[config.mk]
export PLATFORM = sky130hd
export DESIGN_NAME = demux_dispatch_ctrl
export DESIGN_NICKNAME = d
export VERILOG_FILES = /design/src/rtl/demux_ctrl_pkg.sv /design/src/rtl/onehot_dec.sv /design/src/rtl/demux_dispatch_ctrl.sv
export SDC_FILE = /design/constraint.sdc
export NUM_CORES = 1
export LEC_CHECK = 0
export CORE_MARGIN = 10
export CORE_UTILIZATION = 38
export CTS_CLUSTER_DIAMETER = 30
export DETAILED_ROUTE_END_ITERATION = 7
export PLACE_DENSITY = 0.76
export REMOVE_ABC_BUFFERS = 1
export SYNTH_ARGS = -nofsm -noshare
export SYNTH_HDL_FRONTEND = slang
export SYNTH_HIERARCHICAL = 1
export SYNTH_SLANG_ARGS = --single-unit
[constraint.sdc]
create_clock -name clk -period 2.1 [get_ports clk]
set_input_delay 0.315 -clock clk [delete_from_list [all_inputs] [get_ports clk]]
set_output_delay 0.315 -clock clk [all_outputs]
set_load 0.02 [all_outputs]
[src/rtl/demux_ctrl_pkg.sv]
// Shared types and constants for the 1-to-4 dispatch controller.
package demux_ctrl_pkg;

    localparam int unsigned NUM_CH = 4;
    localparam int unsigned SEL_W  = 2;

    typedef logic [SEL_W-1:0] ch_sel_t;

    typedef enum logic {
        IDLE = 1'b0,
        HOLD = 1'b1
    } dispatch_state_t;

    // Advances a round-robin pointer, wrapping 3 back to 0.
    function automatic ch_sel_t rr_next(input ch_sel_t ptr);
        return ptr + SEL_W'(1);
    endfunction

endpackage

[src/rtl/onehot_dec.sv]
// 2-to-4 one-hot decoder with enable; all outputs zero when disabled.
module onehot_dec
    import demux_ctrl_pkg::*;
(
    input  ch_sel_t           i_sel,
    input  logic              i_en,
    output logic [NUM_CH-1:0] o_onehot_c
);

    always_comb begin
        o_onehot_c = '0;
        if (i_en) begin
            o_onehot_c[i_sel] = 1'b1;
        end
    end

endmodule

[src/rtl/demux_dispatch_ctrl.sv]
// Single-item dispatch controller routing a valid/ready stream to one of four channels.
// Optional per-channel saturating delivery counters under DISPATCH_STATS_EN.
module demux_dispatch_ctrl
    import demux_ctrl_pkg::*;
#(
    parameter int unsigned DATA_W = 8
`ifdef DISPATCH_STATS_EN
    ,
    parameter int unsigned CNT_W  = 16
`endif
) (
    input  logic                    clk,
    input  logic                    rst_n,
    input  logic                    in_valid,
    output logic                    in_ready,
    input  logic [DATA_W-1:0]       in_data,
    input  ch_sel_t                 in_dest,
    input  logic                    rr_mode,
    output logic [NUM_CH-1:0]       out_valid,
    output logic [DATA_W-1:0]       out_data,
    input  logic [NUM_CH-1:0]       out_ready,
    output logic                    busy
`ifdef DISPATCH_STATS_EN
    ,
    output logic [NUM_CH*CNT_W-1:0] ch_count
`endif
);

    dispatch_state_t    r_state;
    dispatch_state_t    w_state_nxt;
    ch_sel_t            r_sel;
    ch_sel_t            w_sel_nxt;
    ch_sel_t            r_rr_ptr;
    ch_sel_t            w_rr_ptr_nxt;
    logic               r_mode;
    logic               w_mode_nxt;
    logic               w_eff_mode;
    logic [DATA_W-1:0]  r_data;
    logic [DATA_W-1:0]  w_data_nxt;
    logic               w_hold;
    logic               w_in_fire;
    logic               w_out_fire;
    logic [NUM_CH-1:0]  w_valid;

    assign w_hold     = (r_state == HOLD);
    assign in_ready   = !w_hold || out_ready[r_sel];
    assign w_in_fire  = in_valid && in_ready;
    assign w_out_fire = w_hold && out_ready[r_sel];

    // Mode is taken live when leaving IDLE, otherwise the latched value applies.
    assign w_eff_mode = w_hold ? r_mode : rr_mode;

    always_ff @(posedge clk or negedge rst_n) begin
        if (!rst_n) begin
            r_state  <= IDLE;
            r_sel    <= '0;
            r_rr_ptr <= '0;
            r_mode   <= 1'b0;
            r_data   <= '0;
        end else begin
            r_state  <= w_state_nxt;
            r_sel    <= w_sel_nxt;
            r_rr_ptr <= w_rr_ptr_nxt;
            r_mode   <= w_mode_nxt;
            r_data   <= w_data_nxt;
        end
    end

    always_comb begin
        w_state_nxt  = r_state;
        w_sel_nxt    = r_sel;
        w_rr_ptr_nxt = r_rr_ptr;
        w_mode_nxt   = r_mode;
        w_data_nxt   = r_data;
        case (r_state)
            IDLE: begin
                if (w_in_fire) begin
                    w_state_nxt = HOLD;
                end
            end
            HOLD: begin
                if (w_out_fire && !w_in_fire) begin
                    w_state_nxt = IDLE;
                end
            end
            default: begin
                w_state_nxt = IDLE;
            end
        endcase
        // A capture (from IDLE or as a pass-through reload) loads item and channel.
        if (w_in_fire) begin
            w_data_nxt = in_data;
            w_mode_nxt = w_eff_mode;
            if (w_eff_mode) begin
                w_sel_nxt    = r_rr_ptr;
                w_rr_ptr_nxt = rr_next(r_rr_ptr);
            end else begin
                w_sel_nxt    = in_dest;
            end
        end
    end

    onehot_dec u_onehot_dec (
        .i_sel      (r_sel),
        .i_en       (w_hold),
        .o_onehot_c (w_valid)
    );

    assign out_valid = w_valid;
    assign out_data  = r_data;
    assign busy      = w_hold;

`ifdef DISPATCH_STATS_EN
    logic [CNT_W-1:0]  r_cnt [NUM_CH];
    logic [NUM_CH-1:0] w_ch_fire;

    assign w_ch_fire = w_valid & out_ready;

    // Per-channel delivery counters that stick at all-ones.
    for (genvar k = 0; k < NUM_CH; k++) begin : g_cnt
        always_ff @(posedge clk or negedge rst_n) begin
            if (!rst_n) begin
                r_cnt[k] <= '0;
            end else if (w_ch_fire[k] && (r_cnt[k] != {CNT_W{1'b1}})) begin
                r_cnt[k] <= r_cnt[k] + CNT_W'(1);
            end
        end
        assign ch_count[k*CNT_W +: CNT_W] = r_cnt[k];
    end
`endif

endmodule

Word-level counts from Yosys, hierarchy flattened
Index checks and enable logic that the tools add are counted.
Widths: inputs -> output; s select.

storage, ports and cells
  register bits after elaboration = 14
  bits of input ports = 18
  output and inout bits = 14

cells by class
  add/subtract/negate cells = 1
  $lt $le $gt $ge = 2
  muxes and demuxes = 10
  bitwise gates (word level) = 1
  reduce and logical (&&, ||, !) cells = 8

operator list
  operator             number
  $mux 1               5
  $logic_and 1x1->1    4
  $mux 4               1
  $lt 2x3->1 const B   1
  $add 2x1->2 const B  1
  $bmux 1 s2           1
  $demux 1 s2          1
  $ge 2x1->1 const B   1
  $logic_not 1->1      2
  $mux 2               1
  $pmux 1 s2           1
  $reduce_and 2->1     1
  $logic_or 1x1->1     1
  $not 1->1            1

Longest topological paths before layout
Gate-level depths: netlist of the first run.

  depth after elaboration = 8
  gate-level depth with buffers = 5

Modules after synthesis
Netlist of the first run, hierarchy kept.

by module, submodules not included
  module               instances  cells each  area an instance (sq um)  seq. area each (sq um)
  demux_dispatch_ctrl  1          42          615.6                     350.3
  onehot_dec           1          4           37.5                      0.0

Worst setup path after synthesis of the first run
Ideal clock, no wire load.

  path kind = reg2reg
  from = register r_sel[1]
  to = register r_data[3] (netlist: out_data[3])
  library setup time = 0.128 ns
  arrival = 1.495 ns
  data required time = 1.972 ns
  path slack = 0.477 ns
  cell stages (with the launch flop) = 5
  buffers on the path = 1
  period minus slack after synthesis = 1.623 ns
  cell sequence = dfrtp_1 -> mux2_2 -> o221ai_4 -> buf_6 -> mux2_1

on the way
  word-level cells in the longest chain between the ends = 4

ends and longest elaborated chain
  element                       line                       source
  start: declaration            demux_dispatch_ctrl.sv:31  ch_sel_t r_sel;
  start signal: assignment      demux_dispatch_ctrl.sv:62  r_sel <= w_sel_nxt;
  $bmux 1 s2                    demux_dispatch_ctrl.sv:46  assign in_ready = !w_hold || out_ready[r_sel];
  $mux 1 (not written as such)  demux_dispatch_ctrl.sv:46
  $logic_or 1x1->1              demux_dispatch_ctrl.sv:46
  $logic_and 1x1->1             demux_dispatch_ctrl.sv:47  assign w_in_fire = in_valid && in_ready;
  end signal: assignment        demux_dispatch_ctrl.sv:65  r_data <= w_data_nxt;
  end: declaration              demux_dispatch_ctrl.sv:38  logic [DATA_W-1:0] r_data;

Every way passes these cells. The select of a mux whose other input is x is not followed.
A chain may end at the register's enable or synchronous reset.

Worst setup path after layout of the first run
  from = register r_sel[1]
  to = output in_ready

on the way
  word-level cells in the longest chain between the ends = 3

ends and longest elaborated chain
  element                       line                       source
  $bmux 1 s2                    demux_dispatch_ctrl.sv:46
  $mux 1 (not written as such)  demux_dispatch_ctrl.sv:46
  $logic_or 1x1->1              demux_dispatch_ctrl.sv:46
  end: declaration              demux_dispatch_ctrl.sv:15  output logic in_ready,

Every way passes these cells. The select of a mux whose other input is x is not followed.

==> results of run 1 <==
-- path summary, 6_finish.rpt --
check	endpoint	slack [ns]	cells past startpoint
max in group asynchronous	r_sel[1]	1.27	1
worst max-delay path	in_ready	0.19	3
worst min-delay path	out_data[1]	0.41	1
worst max register to register	r_rr_ptr[0]	0.41	5
worst min register to register	r_mode	0.48	1
min in group clk	r_mode	0.48	1
-- placed cells by master (no fill, tap or decap), types with 2 or more instances in the layout --
master           count
mux2i_1              3
clkbuf_4             3
nand2_1              3
nand2b_1             2
mux2_1               4
o21ai_0              2
and3b_1              2
clkdlybuf4s50_1     30
dfrtp_1             13
xor2_1               2
mux2_2               5
-- where the power goes --
| part | switching, mW | internal, mW |
|---|---|---|
| Clock | 0.0797 | 0.105 |
| Combinational | 0.336 | 0.389 |
| Sequential | 0.100 | 0.396 |
| Total | 0.516 | 0.890 |
-- registers in the layout (all words and copies together), names as in the netlist --
signal    flops
busy          1
out_data      8
r_mode        1
r_rr_ptr      2
r_sel         2
-- timing repair --
action | 4_1_cts | 5_1_grt
gates resized for setup | 2 | 0
setup endpoints to repair | 1 | 0
hold buffers | 0 | 0
-- area by class of cell --
class,count,area [um2]
multi-input combinational,31,292
fill,119,543
timing repair buffer,32,317
clock buffer,4,36.3
sequential,14,352
tap,16,20.0
-- metrics by stage --
stage / util / power [mW]
after global routing: 0.652 / 1.51
after CTS: 0.652 / 1.43
after global placement: 0.628 / 1.23
after floorplan: - / 0.900
final: 0.652 / 1.41
after detailed placement: 0.628 / 1.24
-- routing by layer --
layer | vias up | wire length [um] | GRT usage
met5 | - | 0 | 0
met4 | 0 | 0 | 0.0287
met3 | 0 | 265 | 0.0535
met2 | 26 | 569 | 0.124
met1 | 225 | 591 | 0.0893
li1 | 235 | - | -
-- logic make-up (layout without fill, tap and decap cells) --
kind of cell / after synthesis / in the layout / synth area share
flops: 14 / 14 / 0.536
mux: 13 / 13 / 0.224
simple gates: 11 / 11 / 0.115
compound gates: 5 / 5 / 0.0805
xor+xnor: 2 / 2 / 0.0268
buf+inv: 1 / 36 / 0.0172
==> qor.yml, run 1 <==
antenna_cells: 0
fp-row-count: 14
clk_pin_slew_ns: 0.09
drt_iter0_markers: 3
finalWirelength_mm: 1.43
grt_pass1_vias: 529
setup_viol: 0
grt_max_degree: 15
cts_setup_buffers: 0
die_area_mm2: 0.00378
cellLeakagePower_nw: 0.441
clock-sinks: 14
synth_edf_count: 0
hold_viol_final: 0
drc: 0
path_cells: "mux2_4 -> o22a_1 -> dlygate4sd2_1"
drv_cap: 0
fmax_mhz: 524
hpwlAfterDp_mm: 1.21
yosys.area.top_type: "dfrtp_1"
synthCells: 46
cts_tree: "built"
ys_types: 18
cp_slowest_cell: "dfrtp_2"
die_width_um: 61.5
die_h_um: 61.5
wire_per_inst_um: 14.7
cts_buffers: 3
clock-root-buffer: "clkbuf_4"
synth_top_area_share: 0.536
place.gp.congestion: 0.673
fin_crit_sh: 0.909
cp.required_ns: 1.78
clock_skew_ns: 0.00897
setup_slack_ns: 0.191
hp-class: "primary input to async pin"
tightest_slew_ns: 0.583
design_area_mm2: 0.00102
placed_area_um2: 980
netlist_top_cells_count: "14 x dfrtp_1, 5 x mux2_2, 4 x mux2_1"
clk_path_buf_depth: 2
ant_nets: 0
layout.cells.non_filler: 97
relSlewSlack: 0.610
synth_area_um2: 653
grt_pass1_wl_mm: 2.39
design.core.area_mm2: 0.00156
top_level_ports: 32
vias_per_cell: 5.01
groute.usage.overall: 0.0813
antenna_found_initial: 0
grt-ovfl-total: 0
crit_start: "r_sel[1]"
vias: 486
slowest_delay_ns: 0.46
ys.flop_type: "dfrtp_1"
slew_violations: 0
numPortBuffers: 31
critPathMaxFanout: 7
ir_worst_vdd_v: 0.000773
yosysMostFrequentCell: "dfrtp_1"
clk-insertion-delay-late_ns: 0.27
ys_top_cells_by_area: "dfrtp_1 54%, mux2_2 8.6%, mux2_1 6.9%"
hold_slack_ns: 0.409
syn_to_final_growth_pct: 55.6
path_class: "flip-flop to primary output"
min_period_ns: 1.91
arrival_ns: 1.59
status: "finished clean"
place_ws_ns: 0.0154
first_pass_iters: 2
crit_family: "flip-flops"
fin_nets: 100
initial_core_util: 0.419
drive_gt1_frac: 0.198
syn_area_per_cell_um2: 14.2
grt_setup_unrepaired: "false"
yosysSeqAreaShare: 0.536
htree_levels: 1
fin_tns_setup_ns: 0
cp_num_buf_inv: 1
dpl.cell_count: 93
crit_path_start_kind: "flip-flop"
r2r-start: "r_sel[1]"
synth_async_sr_flop_share: 1.00
cp-end-kind: "primary output"
synth-seq-cells: 14
powerDensity_mw_per_mm2: 1380
ys_warn_count: 6
No activity file was read; power rests on OpenSTA's default activity.
==> run 2: changes to the inputs <==
CORE_MARGIN = default   (was 10)
==> qor.yml, run 2 (synthesis results as in run 1) <==
status: "finished, violations left"
violations: "design-rule violations"
cts_setup_buffers: 0  # unchanged
cts_buffers: 3  # unchanged
hp-class: "primary input to async pin"
cts_resized: 2  # unchanged
clk_pin_slew_ns: 0.08  # about the same
fin_tns_setup_ns: 0  # unchanged
clk_path_buf_depth: 2  # unchanged
grt_setup_unrepaired: "false"
power_mw: 1.35  # -3.8%
arrival_ns: 1.60  # about the same
r2r_end: "out_data[2]"
setup_slack_ns: 0.184  # -0.00632 ns
crit_path_start_kind: "flip-flop"
hpwlAfterDp_um: 924  # -24%
syn_to_final_growth_pct: 53.4
ant_nets: 0  # unchanged
place.gp.congestion: 0.652  # -3.1%
cp.required_ns: 1.78  # about the same
clock-root-buffer: "clkbuf_4"
fin_util: 0.643  # -0.00883
fin_crit_sh: 0.912  # +0.00301
groute.usage.overall: 0.142  # +0.0604
hold_viol_final: 0  # unchanged
top_level_ports: 32  # unchanged
vias: 483  # -0.62%
initial_core_util: 0.419  # unchanged
die_area_mm2: 0.00189  # -50%
powerDensity_mw_per_mm2: 1350  # -2.5%
wire_per_inst_um: 12.3  # -16%
grt-ovfl-total: 0  # unchanged
finalWirelength_mm: 1.18  # -17%
place_ws_ns: 0.0320  # +0.0166 ns
clock-sinks: 14  # unchanged
reg2reg_slack_ns: 0.40  # about the same
antenna_found_initial: 0  # unchanged
grt_pass1_vias: 500  # -5.5%
slew_violations: 0  # unchanged
path_class: "flip-flop to primary output"
first_pass_iters: 6  # +4
clock_skew_ns: 0.00613  # -0.00283 ns
relSlewSlack: 0.595  # -0.0148
drc: 6  # +6
tightest_slew_ns: 0.605  # +0.0221 ns
cts_tree: "built"
htree_levels: 1  # unchanged
r2r-start: "r_sel[1]"
setup_viol: 0  # unchanged
numPortBuffers: 31  # unchanged
rr_worst_depth: 3  # -2
placed_area_um2: 980  # unchanged
drt_iter0_markers: 8  # +5
grt_max_degree: 15  # unchanged
vias_per_cell: 5.03  # +0.42%
largest_reg_flops: 8  # unchanged
crit_start: "r_sel[1]"
critPathMaxFanout: 7  # unchanged
ir_worst_vdd_v: 0.000835  # +8.0%
antenna_cells: 0  # unchanged
cellLeakagePower_nw: 0.433  # -1.6%
drive_gt1_frac: 0.188  # -0.0100
clk-insertion-delay-late_ns: 0.27  # about the same
design_area_mm2: 0.00100  # -1.4%
setup.worst_path.end: "in_ready"
min_period_ns: 1.92  # +0.00633 ns
fmax_mhz: 522  # -0.33%
cp-end-kind: "primary output"
die_h_um: 43.5  # -29%
final_cell_mix: "30 x clkdlybuf4s50_1, 13 x dfrtp_1, 5 x mux2_2"
final_common_cell: "clkdlybuf4s50_1"
design.core.area_mm2: 0.00156  # unchanged
drv_cap: 0  # unchanged
postCtsHoldBufs: 0  # unchanged
fp-row-count: 14  # unchanged
die_width_um: 43.5  # -29%
fin_nets: 100  # unchanged
grt_pass1_wl_mm: 2.00  # -16%
-- run 2: cell count changes in the layout (fill, tap and decap cells not counted) --
cell	previous run	this run
clkbuf_8	1	0
-- run 2: area by class of cell --
type	count	area, um2
multi-input combinational	31	292
fill	134	557
clock buffer	3	22.5
tap	16	20.0
sequential	14	352
timing repair buffer	32	317
-- run 2: worst min-delay path by stage --
stage,start,slack (ns),to,cells past startpoint
after global routing,rst_n,0.47,out_data[0],1
after CTS,rst_n,0.44,out_data[1],1
final,rst_n,0.42,out_data[0],1
after floorplan,rst_n,0.02,busy,0
after global placement,r_rr_ptr[1],0.46,r_rr_ptr[1],1
after detailed placement,r_rr_ptr[1],0.46,r_rr_ptr[1],1
-- run 2: through the flow --
| stage | std cells | hold WS, ns |
|---|---|---|
| after floorplan | 45 | 0.0194 |
| after global placement | 93 | 0.455 |
| after detailed placement | 93 | 0.460 |
| after CTS | 96 | 0.437 |
| after global routing | 96 | 0.475 |
| final | 96 | 0.422 |
-- run 2: critical path, cell delays in order, from the launching register on --
cell           delay [ns]
dfrtp_2              0.46
mux2_4               0.33
o22a_1               0.21
dlygate4sd2_1        0.32
-- run 2: routing by layer --
layer  GRT usage  share of wire
met1       0.164           0.42
met2       0.248           0.50
met3      0.0250          0.077
met4      0.0750              0
met5           0              0
-- run 2: where the power goes --
group | switching, mW | total, mW | internal (mW)
clock | 0.0760 | 0.142 | 0.0662
sequential | 0.0997 | 0.496 | 0.396
combinational | 0.326 | 0.715 | 0.389
total | 0.502 | 1.35 | 0.851
==> run 3: changes to the inputs <==
PLACE_DENSITY = 0.73   (was 0.76)
==> qor.yml, run 3 (synthesis results as in run 1) <==
die_width_um: 43.5  # unchanged
final_cell_mix: "30 x clkdlybuf4s50_1, 13 x dfrtp_1, 5 x mux2_2"
cts_setup_buffers: 0  # unchanged
cp-end-kind: "primary output"
placed_area_um2: 987  # +0.77%
antenna_found_initial: 0  # unchanged
violations: "design-rule violations"
num-fill-cells: 135  # +0.75%
relSlewSlack: 0.603  # +0.00747
grt_max_degree: 15  # unchanged
path_class: "flip-flop to primary output"
grt-ovfl-total: 0  # unchanged
ant_nets: 0  # unchanged
vias: 489  # +1.2%
wire_per_inst_um: 12.8  # +4.3%
cp_num_buf_inv: 1  # unchanged
hpwlAfterDp_mm: 1.03  # +11%
hp-class: "primary input to async pin"
setup_viol: 0  # unchanged
numPortBuffers: 31  # unchanged
fmax_mhz: 526  # +0.73%
postCtsHoldBufs: 0  # unchanged
final_common_cell: "clkdlybuf4s50_1"
clock_skew_ns: 0.000978  # -0.00515 ns
finalWirelength_mm: 1.24  # +5.3%
clk_path_buf_depth: 2  # unchanged
fin_crit_sh: 0.906  # -0.00659
clk_pin_slew_ns: 0.07  # about the same
grt_setup_unrepaired: "false"
fin_util: 0.648  # +0.00482
path_cells: "mux2_4 -> o22a_1 -> dlygate4sd2_1"
ir_worst_vdd_v: 0.000881  # +5.6%
fin_tns_setup_ns: 0  # unchanged
crit_path_start_kind: "flip-flop"
fp-row-count: 14  # unchanged
place.gp.congestion: 0.608  # -6.8%
fin_nets: 101  # +1.0%
cts_buffers: 3  # unchanged
groute.usage.overall: 0.154  # +0.0126
antenna_cells: 0  # unchanged
clk-insertion-delay-late_ns: 0.27  # about the same
slowest_delay_ns: 0.46  # about the same
first_pass_iters: 5  # -1
largest_reg_flops: 8  # unchanged
die_area_mm2: 0.00189  # unchanged
vias_per_cell: 5.04  # +0.20%
clock-root-buffer: "clkbuf_4"
power_mw: 1.37  # +1.1%
design_area_mm2: 0.00101  # +0.75%
drc: 6  # unchanged
crit_family: "flip-flops"
drt_iter0_markers: 6  # -2
hold_viol_final: 0  # unchanged
top_level_ports: 32  # unchanged
grt_pass1_vias: 529  # +5.8%
critPathMaxFanout: 7  # unchanged
cellLeakagePower_nw: 0.438  # +1.1%
syn_to_final_growth_pct: 54.6
min_period_ns: 1.90  # -0.0138 ns
grt_pass1_wl_mm: 2.15  # +7.2%
status: "finished, violations left"
htree_levels: 1  # unchanged
drv_cap: 0  # unchanged
powerDensity_mw_per_mm2: 1350  # +0.30%
design.core.area_mm2: 0.00156  # unchanged
tightest_slew_ns: 0.594  # -0.0112 ns
drive_gt1_frac: 0.198  # +0.0100
arrival_ns: 1.59  # about the same
cp_slowest_cell: "dfrtp_2"
clock-sinks: 14  # unchanged
die_h_um: 43.5  # unchanged
cts_tree: "built"
cp.required_ns: 1.78  # about the same
initial_core_util: 0.419  # unchanged
slew_violations: 0  # unchanged
==> run 3: changes by cell type in the layout (fill, tap and decap cells not counted) <==
cell | previous run | this run
buf_4 | 1 | 2
==> run 3: through the flow <==
| stage | cells | worst slack (ns) | hold WS (ns) |
|---|---|---|---|
| final | 97 | 0.198 | 0.419 |
| after global routing | 97 | 0.109 | 0.464 |
| after CTS | 97 | 0.181 | 0.428 |
| after detailed placement | 94 | 0.0293 | 0.464 |
| after global placement | 94 | 0.0443 | 0.457 |
| after floorplan | 45 | 0.468 | 0.0194 |
==> run 3: what timing repair did <==
item / CTS / global route
endpoints found under the setup margin: 1 / 0
gates resized for setup: 2 / 0
hold endpoints to repair: 0 / 0
==> run 3: final cells by class <==
class                           instances  area [um2]  share of cell area
Sequential cell                        14         352               0.348
Multi-Input combinational cell         31         292               0.289
Clock buffer                            3        22.5              0.0223
Timing Repair Buffer                   33         324               0.321
Tap cell                               16        20.0              0.0198
==> run 3: path summary, 6_finish.rpt <==
path | to | from | slack, ns | cells past startpoint
worst min register to register | r_rr_ptr[1] | r_rr_ptr[1] | 0.48 | 1
min in group clk | r_rr_ptr[1] | r_rr_ptr[1] | 0.48 | 1
worst max register to register | out_data[6] | r_sel[1] | 0.42 | 3
worst min-delay path | out_data[0] | rst_n | 0.42 | 1
max in group asynchronous | r_sel[1] | rst_n | 1.26 | 1
worst max-delay path | in_ready | r_sel[1] | 0.20 | 3
==> run 3: power breakdown <==
group          leakage (nW)  total, mW  switching, mW  internal (mW)
clock                0.0138      0.143         0.0763         0.0663
combinational         0.260      0.731          0.336          0.396
sequential            0.164      0.493         0.0971          0.396
total                 0.438       1.37          0.509          0.858
==> run 3: metal layers <==
| layer | share of wire | vias up | GRT usage |
|---|---|---|---|
| met3 | 0.10 | 0 | 0.0708 |
| met5 | 0 | - | 0 |
| li1 | - | 236 | - |
| met2 | 0.50 | 28 | 0.273 |
| met1 | 0.40 | 225 | 0.168 |
| met4 | 0 | 0 | 0.0375 |
